===== src/rtl/trng_com_rx.sv =====
`default_nettype none
// ============================================================================
// Module   : trng_com_rx
// Purpose  : UART-style (8N1) receiver with a show-ahead byte FIFO and RTS pacing.
//            Define TRNG_COM_RX_PARITY_EN to switch the frame to 8E1 with o_parity_err.
// Revision : 1.0 - initial release
// ============================================================================
module trng_com_rx #(
    parameter int CLK_DIV          = 16,
    parameter int FIFO_DEPTH_WIDTH = 2,
    parameter int RTS_MARGIN       = 2
) (
    input  logic       i_clk,
    input  logic       i_reset,
    input  logic       i_serial_data,
    input  logic       i_read,
    input  logic       i_clear_err,
    output logic [7:0] o_dat,
    output logic       o_valid,
    output logic       o_new_frame,
    output logic       o_serial_rts_n,
    output logic       o_frame_err,
`ifdef TRNG_COM_RX_PARITY_EN
    output logic       o_parity_err,
`endif
    output logic       o_overrun
);
    localparam int c_cnt_w = $clog2(CLK_DIV);
    localparam int c_depth = 1 << FIFO_DEPTH_WIDTH;
    localparam logic [c_cnt_w-1:0]          c_half     = c_cnt_w'(CLK_DIV / 2 - 1);
    localparam logic [c_cnt_w-1:0]          c_full     = c_cnt_w'(CLK_DIV - 1);
    localparam logic [FIFO_DEPTH_WIDTH:0]   c_full_cnt = (FIFO_DEPTH_WIDTH + 1)'(c_depth);

    typedef enum logic [2:0] {
        S_IDLE      = 3'd0,
        S_START     = 3'd1,
        S_DATA      = 3'd2,
        S_PARITY    = 3'd3,
        S_STOP      = 3'd4,
        S_WAIT_IDLE = 3'd5
    } state_t;

    state_t               r_state, w_state_nxt;
    logic [1:0]           r_sync;
    logic [c_cnt_w-1:0]   r_cnt, w_cnt_nxt;
    logic [2:0]           r_bit_idx, w_idx_nxt;
    logic [7:0]           r_shreg, w_shreg_nxt;
    logic                 w_s_rx, w_tick;
    logic                 w_good, w_frame_set, w_par_set;

    logic [7:0]                  r_mem [c_depth];
    logic [FIFO_DEPTH_WIDTH-1:0] r_wr_ptr, r_rd_ptr;
    logic [FIFO_DEPTH_WIDTH:0]   r_count;
    logic                        w_pop, w_push, w_full, w_ovr_set;
    logic                        r_new_frame, r_rts_n, r_frame_err, r_overrun;

    assign w_s_rx = r_sync[1];
    assign w_tick = (r_cnt == '0);

`ifdef TRNG_COM_RX_PARITY_EN
    logic r_par, w_par_nxt, r_parity_err;
    assign o_parity_err = r_parity_err;
`endif

    always_comb begin
        w_state_nxt = r_state;
        w_cnt_nxt   = w_tick ? r_cnt : r_cnt - 1'b1;
        w_idx_nxt   = r_bit_idx;
        w_shreg_nxt = r_shreg;
        w_good      = 1'b0;
        w_frame_set = 1'b0;
        w_par_set   = 1'b0;
`ifdef TRNG_COM_RX_PARITY_EN
        w_par_nxt   = r_par;
`endif
        case (r_state)
            S_IDLE: begin
                if (!w_s_rx) begin
                    w_cnt_nxt   = c_half;
                    w_state_nxt = S_START;
                end
            end
            S_START: begin
                if (w_tick) begin
                    if (!w_s_rx) begin
                        w_cnt_nxt   = c_full;
                        w_idx_nxt   = 3'd0;
                        w_state_nxt = S_DATA;
                    end else begin
                        w_state_nxt = S_IDLE;
                    end
                end
            end
            S_DATA: begin
                if (w_tick) begin
                    w_shreg_nxt = {w_s_rx, r_shreg[7:1]};
                    w_cnt_nxt   = c_full;
                    w_idx_nxt   = r_bit_idx + 3'd1;
                    if (r_bit_idx == 3'd7) begin
`ifdef TRNG_COM_RX_PARITY_EN
                        w_state_nxt = S_PARITY;
`else
                        w_state_nxt = S_STOP;
`endif
                    end
                end
            end
`ifdef TRNG_COM_RX_PARITY_EN
            S_PARITY: begin
                if (w_tick) begin
                    w_par_nxt   = w_s_rx;
                    w_cnt_nxt   = c_full;
                    w_state_nxt = S_STOP;
                end
            end
`endif
            S_STOP: begin
                // Leaving at mid-stop-bit lets the next start edge follow immediately
                if (w_tick) begin
                    if (w_s_rx) begin
`ifdef TRNG_COM_RX_PARITY_EN
                        w_good    = ~(^{r_shreg, r_par});
                        w_par_set = ^{r_shreg, r_par};
`else
                        w_good    = 1'b1;
`endif
                        w_state_nxt = S_IDLE;
                    end else begin
                        w_frame_set = 1'b1;
                        w_state_nxt = S_WAIT_IDLE;
                    end
                end
            end
            S_WAIT_IDLE: begin
                if (w_s_rx) w_state_nxt = S_IDLE;
            end
            default: w_state_nxt = S_IDLE;
        endcase
    end

    always_ff @(posedge i_clk) begin
        if (i_reset) begin
            r_sync    <= 2'b11;
            r_state   <= S_IDLE;
            r_cnt     <= '0;
            r_bit_idx <= 3'd0;
            r_shreg   <= 8'h00;
        end else begin
            r_sync    <= {r_sync[0], i_serial_data};
            r_state   <= w_state_nxt;
            r_cnt     <= w_cnt_nxt;
            r_bit_idx <= w_idx_nxt;
            r_shreg   <= w_shreg_nxt;
        end
    end

    // A pop in the same cycle frees the slot, so a full FIFO can still accept
    assign w_pop     = i_read & (r_count != '0);
    assign w_full    = (r_count == c_full_cnt);
    assign w_push    = w_good & (~w_full | w_pop);
    assign w_ovr_set = w_good & w_full & ~w_pop;

    always_ff @(posedge i_clk) begin
        if (i_reset) begin
            for (int i = 0; i < c_depth; i++) r_mem[i] <= 8'h00;
            r_wr_ptr    <= '0;
            r_rd_ptr    <= '0;
            r_count     <= '0;
            r_new_frame <= 1'b0;
            r_rts_n     <= 1'b1;
            r_frame_err <= 1'b0;
            r_overrun   <= 1'b0;
        end else begin
            if (w_push) begin
                r_mem[r_wr_ptr] <= r_shreg;
                r_wr_ptr        <= r_wr_ptr + 1'b1;
            end
            if (w_pop) r_rd_ptr <= r_rd_ptr + 1'b1;
            if (w_push && !w_pop)      r_count <= r_count + 1'b1;
            else if (!w_push && w_pop) r_count <= r_count - 1'b1;
            r_new_frame <= w_push;
            r_rts_n     <= ((c_depth - int'(r_count)) <= RTS_MARGIN);
            if (w_frame_set)      r_frame_err <= 1'b1;
            else if (i_clear_err) r_frame_err <= 1'b0;
            if (w_ovr_set)        r_overrun <= 1'b1;
            else if (i_clear_err) r_overrun <= 1'b0;
        end
    end

`ifdef TRNG_COM_RX_PARITY_EN
    always_ff @(posedge i_clk) begin
        if (i_reset) begin
            r_par        <= 1'b0;
            r_parity_err <= 1'b0;
        end else begin
            r_par <= w_par_nxt;
            if (w_par_set)        r_parity_err <= 1'b1;
            else if (i_clear_err) r_parity_err <= 1'b0;
        end
    end
`else
    logic w_unused;
    assign w_unused = w_par_set;
`endif

    assign o_dat          = r_mem[r_rd_ptr];
    assign o_valid        = (r_count != '0);
    assign o_new_frame    = r_new_frame;
    assign o_serial_rts_n = r_rts_n;
    assign o_frame_err    = r_frame_err;
    assign o_overrun      = r_overrun;

endmodule
`default_nettype wire


===== config.mk =====
export PLATFORM = sky130hd
export DESIGN_NAME = trng_com_rx
export DESIGN_NICKNAME = d
export VERILOG_FILES = /design/src/rtl/trng_com_rx.sv
export SDC_FILE = /design/constraint.sdc
export NUM_CORES = 1
export LEC_CHECK = 0
export BUFFER_PORTS_ARGS = -buffer_cell sky130_fd_sc_hd__buf_2
export CELL_PAD_IN_SITES_DETAIL_PLACEMENT = 1
export CELL_PAD_IN_SITES_GLOBAL_PLACEMENT = 2
export CORE_ASPECT_RATIO = 1.4
export CORE_MARGIN = 3
export CORE_UTILIZATION = 41
export CTS_CLUSTER_DIAMETER = 40
export DETAILED_ROUTE_END_ITERATION = 8
export PLACE_DENSITY = 0.82
export RECOVER_POWER = 50
export SYNTH_ARGS = -nofsm -noshare
export SYNTH_HDL_FRONTEND = slang
export SYNTH_SLANG_ARGS = --single-unit

===== constraint.sdc =====
create_clock -name i_clk -period 4 [get_ports i_clk]
set_input_delay 0.6 -clock i_clk [delete_from_list [all_inputs] [get_ports i_clk]]
set_output_delay 0.6 -clock i_clk [all_outputs]
set_load 0.02 [all_outputs]

==> results.sh <==
export IMPL_outcome="finished with violations"
export IMPL_violations="max-capacitance violations, max-slew violations"
export IMPL_diodes=0
export IMPL_pre_cts_slack_ps=895
export IMPL_drive_above_1_share_pct=13.0
export IMPL_syn_nets=271
export IMPL_max_cap_viol_count=1
export IMPL_ys_seq_area_share_pct=54.7
export IMPL_crit_slowest_cell="a211oi_1"
export IMPL_grt_pass1_vias=1986
export IMPL_htree_levels=3
export IMPL_cp_arrival_ps=3340
export IMPL_synth_top_cells_by_count="dfxtp_1, and2_1, edfxtp_1"
export IMPL_final_setup_worst_slack_ps=904
export IMPL_synth_edff_count=32
export IMPL_cpMostUsedCell="ha_1"
export IMPL_fillers=768
export IMPL_die_height_um=107
export IMPL_insertion_delay_ps=340
export IMPL_grt_usage_pct=15.4
export IMPL_setup_viol=0
export IMPL_period_minus_slack_ps=3100
export IMPL_die_w_um=77.9
export IMPL_leakage_nw=1.19
export IMPL_min_period_over_period_pct=77.4
export IMPL_postCtsSetupBuffers=0
export IMPL_yosys_cell_count_top_type="dfxtp_1"
export IMPL_startpoint_type="register"
export IMPL_cts_made_buffers=9
export IMPL_grtUsageMet3_pct=3.03
export IMPL_ys_seq_elements=65
export IMPL_nets=286
export IMPL_rsz0062_at_grt="no"
export IMPL_synthDominantCellAreaShare_pct=32.4
export IMPL_powerDensity_mw_per_mm2=535
export IMPL_cp_max_fo=5
export IMPL_r2r_end="r_count[2]"
export IMPL_drt_iter0_markers=100
export IMPL_crit_type="reg2reg"
export IMPL_synth_cell_types=44
export IMPL_clock_skew_ps=12.6
export IMPL_die_area_sq_mm=0.00830
export IMPL_hold_violations=0
export IMPL_vias=1881
export IMPL_startpoint="r_count[0]"
export IMPL_synth_top_flop_cell="dfxtp_1"
export IMPL_cp_required_ps=4240
export IMPL_final_max_slew_violation_count=37
export IMPL_portBuffers=17
export IMPL_ir_drop_v=0.000288
export IMPL_worstMarginPinSlew_ps=1570
export IMPL_dr_pass1_iters=3
export IMPL_maxSlewHeadroom_pct=-4.84
export IMPL_wl_mm=5.75
export IMPL_antenna_found_initial=0
export IMPL_initial_core_util_pct=42.5
export IMPL_worstReg2RegStart="r_count[0]"
export IMPL_reg2reg_slack_ps=900
export IMPL_async_reset_ff_share_pct=0
export IMPL_cts_resized=0
export IMPL_fmax_mhz=323
export IMPL_ios=18
export IMPL_syn_to_final_growth_pct=9.71
export IMPL_whs_path_depth=1
export IMPL_avgSynthCellArea_sq_um=11.6
export IMPL_ant_nets=0
export IMPL_fp_row_count=36
export IMPL_clockRootBuffer="clkbuf_8"
export IMPL_dp_hpwl_mm=4.20
export IMPL_cts_sinks=65
export IMPL_synth_area_sq_mm=0.00296
export IMPL_hp_class="reg2reg"
export IMPL_yosys_area_top_type="edfxtp_1"
export IMPL_via_per_inst=5.07
export IMPL_yosysWarnings=0
export IMPL_drc=0
export IMPL_crit_chain="inv_1 > ha_1 > ha_1 > nand2b_1 > a211oi_1 > ha_1 > inv_1 > fa_1 > xor2_1 > or3_1 > a21oi_1"
export IMPL_synthCells=256
export IMPL_grt_use_met1_pct=17.4
export IMPL_clockBufferDepth=2
export IMPL_top_usage_layer="met2"
export IMPL_gp_congestion=0.734
export IMPL_gr_usage_met2_pct=27.9
export IMPL_critPathMaxStageDelay_ps=540
export IMPL_overflow=0
export IMPL_clk_pin_slew_ps=70
export IMPL_fin_setup_tns_ps=0
export IMPL_cts_tree="yes"
export IMPL_wl_per_cell_um=15.5
export IMPL_grt_pass1_wl_mm=9.83
export IMPL_coreArea_sq_mm=0.00698
export IMPL_rr_worst_depth=11
export IMPL_crit_path_end="r_count[2]"
export IMPL_synth_top_cells_by_area="edfxtp_1, dfxtp_1, and2_1"
export IMPL_hold_buffers=0
export IMPL_grt_max_degree=37
export IMPL_endpoint_kind="register"
## metrics by stage
step / instances / instance area (sq um) / total power, mW / util (%) / hold WS, ps
after detailed placement: 355 / 3120 / 1.31 / 44.7 / 403
final: 371 / 3250 / 1.74 / 46.6 / 417
after CTS: 371 / 3280 / 1.79 / 47.0 / 421
after global routing: 371 / 3250 / 1.87 / 46.6 / 427
after global placement: 355 / 3120 / 1.30 / 44.7 / 393
after floorplan: 256 / 2960 / 1.20 / - / 389
## cells in the final DEF (no fill, tap or decap), drive strengths merged, types with 2 or more instances in the layout
cell type / n
nand3b: 2
ha: 9
nand2b: 3
clkinv: 5
o21ai: 5
clkbuf: 25
mux2i: 3
dfxtp: 33
nand2: 19
inv: 12
mux4: 8
buf: 3
nor3b: 3
edfxtp: 32
nor3: 7
xnor2: 2
a211oi: 3
mux2: 2
and3b: 2
a22o: 2
nor4: 3
a32oi: 2
xor2: 5
or3: 2
a21oi: 17
nor2: 14
nand3: 2
a2111oi: 2
a21o: 2
or2: 6
and2: 32
## routing by layer
metal  share of wire (%)  routed length, um  vias to the layer above
li1                    -                  -                      934
met1                  42               2410                      916
met2                  54               3100                       21
met3                 2.3                132                       10
met4                 1.7                100                        0
met5                   0                  0                        -
## cell families (layout without fill, tap and decap cells)
| group | count (synthesis) | count (layout) | share of synthesized area (%) |
|---|---|---|---|
| fa+ha+maj | 10 | 10 | 4.47 |
| buf+inv | 26 | 46 | 3.42 |
| mux | 13 | 13 | 7.85 |
| flops | 65 | 65 | 54.7 |
| xor+xnor | 7 | 7 | 2.07 |
| compound gates | 38 | 38 | 8.82 |
| simple gates | 97 | 97 | 18.7 |
## final cells by class
cell class | instances | area [sq um] | share of cell area [%]
sequential | 65 | 1620 | 49.9
multi-input combinational | 165 | 1230 | 37.9
clock buffer | 10 | 128 | 3.92
tap | 95 | 119 | 3.66
timing repair buffer | 18 | 71.3 | 2.19
inverter | 12 | 45.0 | 1.39
clock inverter | 6 | 36.3 | 1.12
## where the power goes
part	switching, mW	internal, mW	total, mW
sequential	0.0664	0.757	0.824
clock	0.249	0.221	0.470
combinational	0.259	0.185	0.445
total	0.575	1.16	1.74
## sequential cells by signal (all words and copies together) (netlist names), named ones only
register,cells
r_bit_idx,3
r_cnt,4
r_count,3
o_new_frame,1
r_sync,2
r_rd_ptr,2
r_mem,32
o_serial_rts_n,1
r_shreg,8
r_state,3
o_overrun,1
r_wr_ptr,2
o_frame_err,1
## worst max-delay path, delay by kind of cell (launching register included)
kind | cells | cell delay, ps
compound gates | 2 | 680
xor+xnor | 1 | 160
flops | 1 | 410
buf+inv | 2 | 150
fa+ha+maj | 4 | 1060
simple gates | 2 | 550
## worst min-delay path by stage
stage | startpoint | end | slack [ps]
after CTS | r_sync[0] | r_sync[1] | 420
after global placement | r_sync[0] | r_sync[1] | 390
final | r_sync[0] | r_sync[1] | 420
after floorplan | r_sync[0] | r_sync[1] | 390
after detailed placement | r_sync[0] | r_sync[1] | 400
after global routing | r_sync[0] | r_sync[1] | 430
(Power assumes the default switching activity.)
